==> src/rtl/fifo_pkg.sv <==
// Shared types for the FIFO read-side burst controller.
package fifo_pkg;
    typedef enum logic [1:0] {IDLE, RUN, DRAIN, DONE} burst_rd_state_e;
endpackage

==> src/rtl/stream_out_reg.sv <==
// One-deep valid/ready output register; a load always wins over draining the held word.
module stream_out_reg #(
    parameter int WIDTH = 33
) (
    input  logic             clk,
    input  logic             rstn,
    input  logic             load,
    input  logic [WIDTH-1:0] load_data,
    input  logic             out_ready,
    output logic             out_valid,
    output logic [WIDTH-1:0] out_payload
);
    // The top bit carries the last flag and is cleared once the word is accepted.
    always_ff @(posedge clk) begin
        if (!rstn) begin
            out_valid   <= 1'b0;
            out_payload <= '0;
        end else if (load) begin
            out_valid   <= 1'b1;
            out_payload <= load_data;
        end else if (out_valid && out_ready) begin
            out_valid            <= 1'b0;
            out_payload[WIDTH-1] <= 1'b0;
        end
    end
endmodule

==> src/rtl/fifo_burst_reader.sv <==
// Pops a requested number of words from a FWFT FIFO and streams them out with a last flag.
module fifo_burst_reader
    import fifo_pkg::*;
#(
    parameter int DATA_WIDTH = 32,
    parameter int LEN_W      = 8
) (
    input  logic                  clk,
    input  logic                  rstn,
    input  logic                  req_valid,
    input  logic [LEN_W-1:0]      req_len,
    output logic                  req_ready,
    input  logic                  fifo_valid,
    input  logic [DATA_WIDTH-1:0] fifo_rd_data,
    output logic                  fifo_pop,
    output logic                  out_valid,
    output logic [DATA_WIDTH-1:0] out_data,
    output logic                  out_last,
    input  logic                  out_ready,
    output logic                  busy,
    output logic                  done
);
    burst_rd_state_e        state;
    burst_rd_state_e        next_state;
    logic [LEN_W-1:0]       remaining;
    logic [DATA_WIDTH:0]    out_payload;

    always_ff @(posedge clk) begin
        if (!rstn) begin
            state <= IDLE;
        end else begin
            state <= next_state;
        end
    end

    always_comb begin
        next_state = state;
        req_ready  = 1'b0;
        busy       = 1'b1;
        done       = 1'b0;
        fifo_pop   = 1'b0;
        case (state)
            IDLE: begin
                req_ready = 1'b1;
                busy      = 1'b0;
                if (req_valid) begin
                    next_state = (req_len != '0) ? RUN : DONE;
                end
            end
            RUN: begin
                // Pop only when the output register is empty or being emptied this cycle.
                fifo_pop = fifo_valid && (remaining != '0) && (!out_valid || out_ready);
                if (fifo_pop && (remaining == LEN_W'(1))) begin
                    next_state = DRAIN;
                end
            end
            DRAIN: begin
                if (out_valid && out_ready && out_last) begin
                    next_state = DONE;
                end
            end
            DONE: begin
                done       = 1'b1;
                next_state = IDLE;
            end
            default: next_state = IDLE;
        endcase
    end

    always_ff @(posedge clk) begin
        if (!rstn) begin
            remaining <= '0;
        end else if ((state == IDLE) && req_valid) begin
            remaining <= req_len;
        end else if (fifo_pop) begin
            remaining <= remaining - LEN_W'(1);
        end
    end

    stream_out_reg #(
        .WIDTH (DATA_WIDTH + 1)
    ) u_out_reg (
        .clk         (clk),
        .rstn        (rstn),
        .load        (fifo_pop),
        .load_data   ({(remaining == LEN_W'(1)), fifo_rd_data}),
        .out_ready   (out_ready),
        .out_valid   (out_valid),
        .out_payload (out_payload)
    );

    assign out_last = out_payload[DATA_WIDTH];
    assign out_data = out_payload[DATA_WIDTH-1:0];

    a_no_empty_pop: assert property (@(posedge clk) disable iff (!rstn)
        !(fifo_pop && !fifo_valid));
    a_stall_stable: assert property (@(posedge clk) disable iff (!rstn)
        (out_valid && !out_ready) |=> ($stable(out_data) && $stable(out_last)));
    a_done_pulse: assert property (@(posedge clk) disable iff (!rstn)
        done |=> !done);
    // Reaching DRAIN with a zero count means exactly req_len words were popped.
    a_all_popped: assert property (@(posedge clk) disable iff (!rstn)
        (state == DRAIN) |-> (remaining == '0));
endmodule

==> config.mk <==
export PLATFORM = sky130hd
export DESIGN_NAME = fifo_burst_reader
export DESIGN_NICKNAME = d
export VERILOG_FILES = /design/src/rtl/fifo_pkg.sv /design/src/rtl/stream_out_reg.sv /design/src/rtl/fifo_burst_reader.sv
export SDC_FILE = /design/constraint.sdc
export NUM_CORES = 1
export LEC_CHECK = 0
export CAP_MARGIN = 20
export CORE_ASPECT_RATIO = 0.5
export CORE_MARGIN = 1
export CORE_UTILIZATION = 42
export CTS_CLUSTER_SIZE = 20
export DETAILED_ROUTE_END_ITERATION = 10
export PLACE_DENSITY_LB_ADDON = 0.12
export SLEW_MARGIN = 40
export SYNTH_ARGS = -nofsm -noshare
export SYNTH_HDL_FRONTEND = slang
export SYNTH_SLANG_ARGS = --single-unit
export TNS_END_PERCENT = 100
==> constraint.sdc <==
create_clock -name clk -period 2.2 [get_ports clk]
set_clock_uncertainty 0.2 [all_clocks]
set_input_delay 0.55 -clock clk [delete_from_list [all_inputs] [get_ports clk]]
set_output_delay 0.55 -clock clk [all_outputs]
set_load 0.005 [all_outputs]
; After elaboration in Yosys (flattened, before gate mapping)
; Index checks and enable logic that the tools add are counted.
[word_totals]
ff_bits = 44
input_bits = 45
output_inout_bits = 38
word_cells = 41
[op_classes]
addsub = 1
n_eq_ne = 7
n_mux = 14
reduce_logical = 14
[op_table]
columns = op, count
row1 = 8-bit 2-to-1 mux, 2
row2 = 8-bit nonzero test, 2
row3 = 8-bit by 1-bit == test with 1-bit output (second input constant), 1
row4 = 2-bit 2-to-1 mux, 4
row5 = 2-bit case mux with 4 select lines, 1
row6 = 8-bit by 1-bit subtractor with 8-bit output (second input constant), 1
row7 = 1-bit 2-to-1 mux, 7
row8 = 1-bit logical AND, 6
row9 = 2-bit != test (second input constant), 3
row10 = 2-bit == test (second input constant), 2
row11 = 2-bit nonzero test, 2
row12 = 3-bit AND reduction, 1
row13 = 2-bit by 1-bit == test with 1-bit output (second input constant), 1
row14 = 2-bit logical NOT, 1
row15 = 1-bit logical NOT, 1
row16 = 1-bit logical OR, 1

; Logic depth before layout (Yosys ltp)
[logic_depth]
ltp_word = 6
depth_mapped = 7
ltp_nobuf = 6

; Modules after synthesis
; A second synthesis with hierarchy kept.
[unflattened]
hier_cells = 205
hier_area_um2 = 2082.0
[by_module_without_submodules]
columns = module, n_inst, cells_each, area_per_inst_um2, seq_area_each_um2
row1 = stream_out_reg, 1, 111, 1320.0, 680.7
row2 = fifo_burst_reader, 1, 94, 762.0, 200.2

; Worst setup path before layout
; OpenSTA, ideal clock, no wires.
[synth_path]
kind = input -> output
from = input port out_ready
to = output port fifo_pop
t_arrival_ps = 1232
required_time_ps = 1450
slack_ps = 218
cell_stages = 5
n_path_buf = 1
cell_sequence = nand2b_1 and3_1 clkbuf_1 nand2_1 inv_1
[synth_between]
elab_chain_len = 3
[synth_rtl]
columns = element, line_no
row1 = "start, declared", fifo_burst_reader.sv:19  ; input logic out_ready,
row2 = 1-bit logical OR, fifo_burst_reader.sv:52  ; fifo_pop = fifo_valid && (remaining != '0) && (!out_valid || out_ready);
row3 = 1-bit logical AND, fifo_burst_reader.sv:52
row4 = 1-bit 2-to-1 mux, fifo_burst_reader.sv:42  ; case (state)
row5 = "end, declared", fifo_burst_reader.sv:15  ; output logic fifo_pop,
; Every way passes these cells.

; Worst setup path after layout
[layout_path]
from = register state[1]
to = output port req_ready
[layout_between]
elab_chain_len = 2
[layout_rtl]
columns = element, line_no
row1 = "start, declared", fifo_burst_reader.sv:23  ; burst_rd_state_e state;
row2 = "start signal, assigned", fifo_burst_reader.sv:32  ; state <= next_state;
row3 = 2-bit logical NOT, fifo_burst_reader.sv:42
row4 = 1-bit 2-to-1 mux, fifo_burst_reader.sv:42
row5 = "end, declared", fifo_burst_reader.sv:12  ; output logic req_ready,
; Every way passes these cells.

==> impl_results.md <==
* DR WL/cell at 13.8 um
* Reg2Reg Launch Point: remaining[2]
* MaxCap Viol Count at 0
* Mapped Cells at between 200 and 250
* Htree depth at 2
* Clock sink count at 44
* Worst-margin pin slew at ~0.32 ns
* Commonest non-fill, non-tap cell in the layout: clkdlybuf4s50_1
* Tot Pwr at 3.03 mW
* Highest-count cells in the layout ignoring fill and taps: clkdlybuf4s50_1 (78), o21ai_0 (41), dfxtp_1 (41)
* Instance area at placement at ~0.0030 sq mm
* Slew HR at 78.4%
* Die H at 50.8 um
* Crit path max fanout at 4
* Iter 0 DRT Violations at 80
* Fin nets at around 400
* Synthesized net count at 298
* R2R Setup Slk at 0.14 ns
* Area growth syn-to-layout at 60.0%
* Cell taking the most area after synthesis: dfxtp_1
* Ant. Diodes at 0
* Latest clock arrival within the worst-skew pair at a little under 0.3 ns
* DP HPWL at 4030 um
* Die Area at 0.00506 sq mm
* Worst setup path start: state[1]
* Clk pin slew, worst setup/hold paths at 0.08 ns
* Fin worst setup slack at 0.0802 ns
* Synth Flop Type: dfxtp_1
* Leakage power at 1.13 nW
* Register area share after synthesis at 44.1%
* TritonCTS Buffers at 5
* Mapped Area at 0.00200 sq mm
* Worst EP arrival at about 1.4 ns
* FMAX at 0.472 GHz
* Die width at 99.6 um
* Synth top area cells: dfxtp_1 (44%), o21ai_0 (10%), nand3_1 (9.3%), a21oi_1 (8.5%), ha_1 (4.4%)
* Final hold vios at 0
* Root Buffer: clkbuf_8
* Setup crit end: req_ready
* Startpoint types: register
* #FFs+latches synth at between 40 and 50
* Pre-CTS setup slack at -0.510 ns
* Finished Core Util at 71.3%
* WL final at approximately 5700 um
* Drt via density at 5.32
* Max Buffers Root-to-Sink at 2
* Yosys warns at 0
* Top-area cell type share of the netlist area at about 44%
* Pwr dens at 948 mW/mm^2
* VDD IR max at 403 uV
* R2R depth at 5
* Vias in the first global route at about 2,100
* Post-synth EDFFs at 0
* Mapped Avg Cell Area at 8.13 sq um
* Synth async-reset ratio at 0%
* Crit Path Class: register to output port
* PortBufs at 82
* DRC at 0
* Overall routing resource usage at 22.8%
* Min Tclk post-route at 2.12 ns
* Pins over their slew limit at 0
* Layout cells sized above 1 at about 16%
* Crit share post-route at 96.4%
* RSZ-0062 raised after global routing: false
* Outcome: completed
* Initial antenna violation count at 0
* I/O pins at 83
* Vias at 2,183
* Initial Utilization at 44.5%
* End of the worst register-to-register path: remaining[6]
* First-pass GRT wire length at 9060 um
* GPL Wtd Cong at 0.849
* Num rows at 17
* Synth unique cells at 32
* Post-route ant nets at 0
* Required @ worst endpoint at 1.45 ns
* # setup viols final at 0
* HP Class: register to register
* Core area at 0.00449 sq mm
* Fin area at 0.00320 sq mm
* Total gr overflow at 0
* Pre-antenna DRT Iters at 4
* CP endpoint kind: output port
* Setup_tns at 0 ns
* CTS tree: done
* Hold buffers post-CTS at 0
* Largest net degree at the start of global routing at 34
flip-flops by register name, summed over array words and instances (netlist names):
name,cells
state,2
u_out_reg.out_valid,1
remaining,8
u_out_reg.out_payload,33
cell families (layout without fill, tap and decap cells):
family          Yosys count  in the layout  share of synthesized area (%)
buf+inv                  29            127                           5.69
simple gates             73             73                           20.3
flops                    44             44                           44.1
fa+ha+maj                 7              7                           4.38
compound gates           93             93                           25.5
stage by stage:
stage               hold WS (ns)  std cells
floorplan                  0.270        246
global placement           0.260        397
detailed placement         0.270        397
CTS                        0.283        407
global route               0.310        410
finish                     0.280        410
final cells by class:
class	count	area, sq um
Multi-Input combinational cell	173	1060
Inverter	8	30.0
Timing Repair Buffer	111	1040
Fill cell	385	1290
Sequential cell	44	887
Clock inverter	2	15.0
Tap cell	66	82.6
Clock buffer	6	82.6
power breakdown:
| part | internal [mW] | total, mW | switching, mW |
|---|---|---|---|
| combinational | 0.723 | 1.48 | 0.754 |
| sequential | 0.934 | 1.02 | 0.0900 |
| clock | 0.254 | 0.533 | 0.279 |
| total | 1.91 | 3.03 | 1.12 |
critical path, cell delays in order, from the launching register on:
cell and delay (ns):
dfxtp_1 0.33, inv_2 0.10, ha_4 0.16, clkdlybuf4s50_1 0.49
cells in the mapped netlist (3+ instances only):
library cell	instances
nor2_1	6
a31oi_1	6
or4_1	4
o31ai_1	5
o21ai_0	41
nand2b_1	3
a21oi_1	34
dfxtp_1	44
and3_1	3
nand3_1	37
clkbuf_1	17
inv_1	7
nand2_1	7
ha_1	7
layer usage:
| metal | vias up | track usage [%] | share of wire, % |
|---|---|---|---|
| met5 | - | 0 | 0 |
| met4 | 0 | 4.90 | 0.30 |
| met3 | 3 | 7.66 | 6.7 |
| met2 | 68 | 41.1 | 49 |
| met1 | 1012 | 26.6 | 44 |
| li1 | 1100 | - | - |
repair_timing:
item	4_1_cts	5_1_grt
resized for setup	18	5
endpoints found under the setup margin	4	28
setup buffers	2	3
pin swaps	3	4
worst min-delay path by stage:
stage	startpoint	endpoint	cells past startpoint
after detailed placement	u_out_reg.out_payload[9]	u_out_reg.out_payload[9]	2
final	u_out_reg.out_payload[9]	u_out_reg.out_payload[9]	2
after global routing	u_out_reg.out_payload[23]	u_out_reg.out_payload[23]	2
after global placement	u_out_reg.out_payload[31]	u_out_reg.out_payload[31]	2
after CTS	u_out_reg.out_payload[20]	u_out_reg.out_payload[20]	2
after floorplan	u_out_reg.out_payload[0]	u_out_reg.out_payload[0]	2
Power figures use the tool's default switching activity.
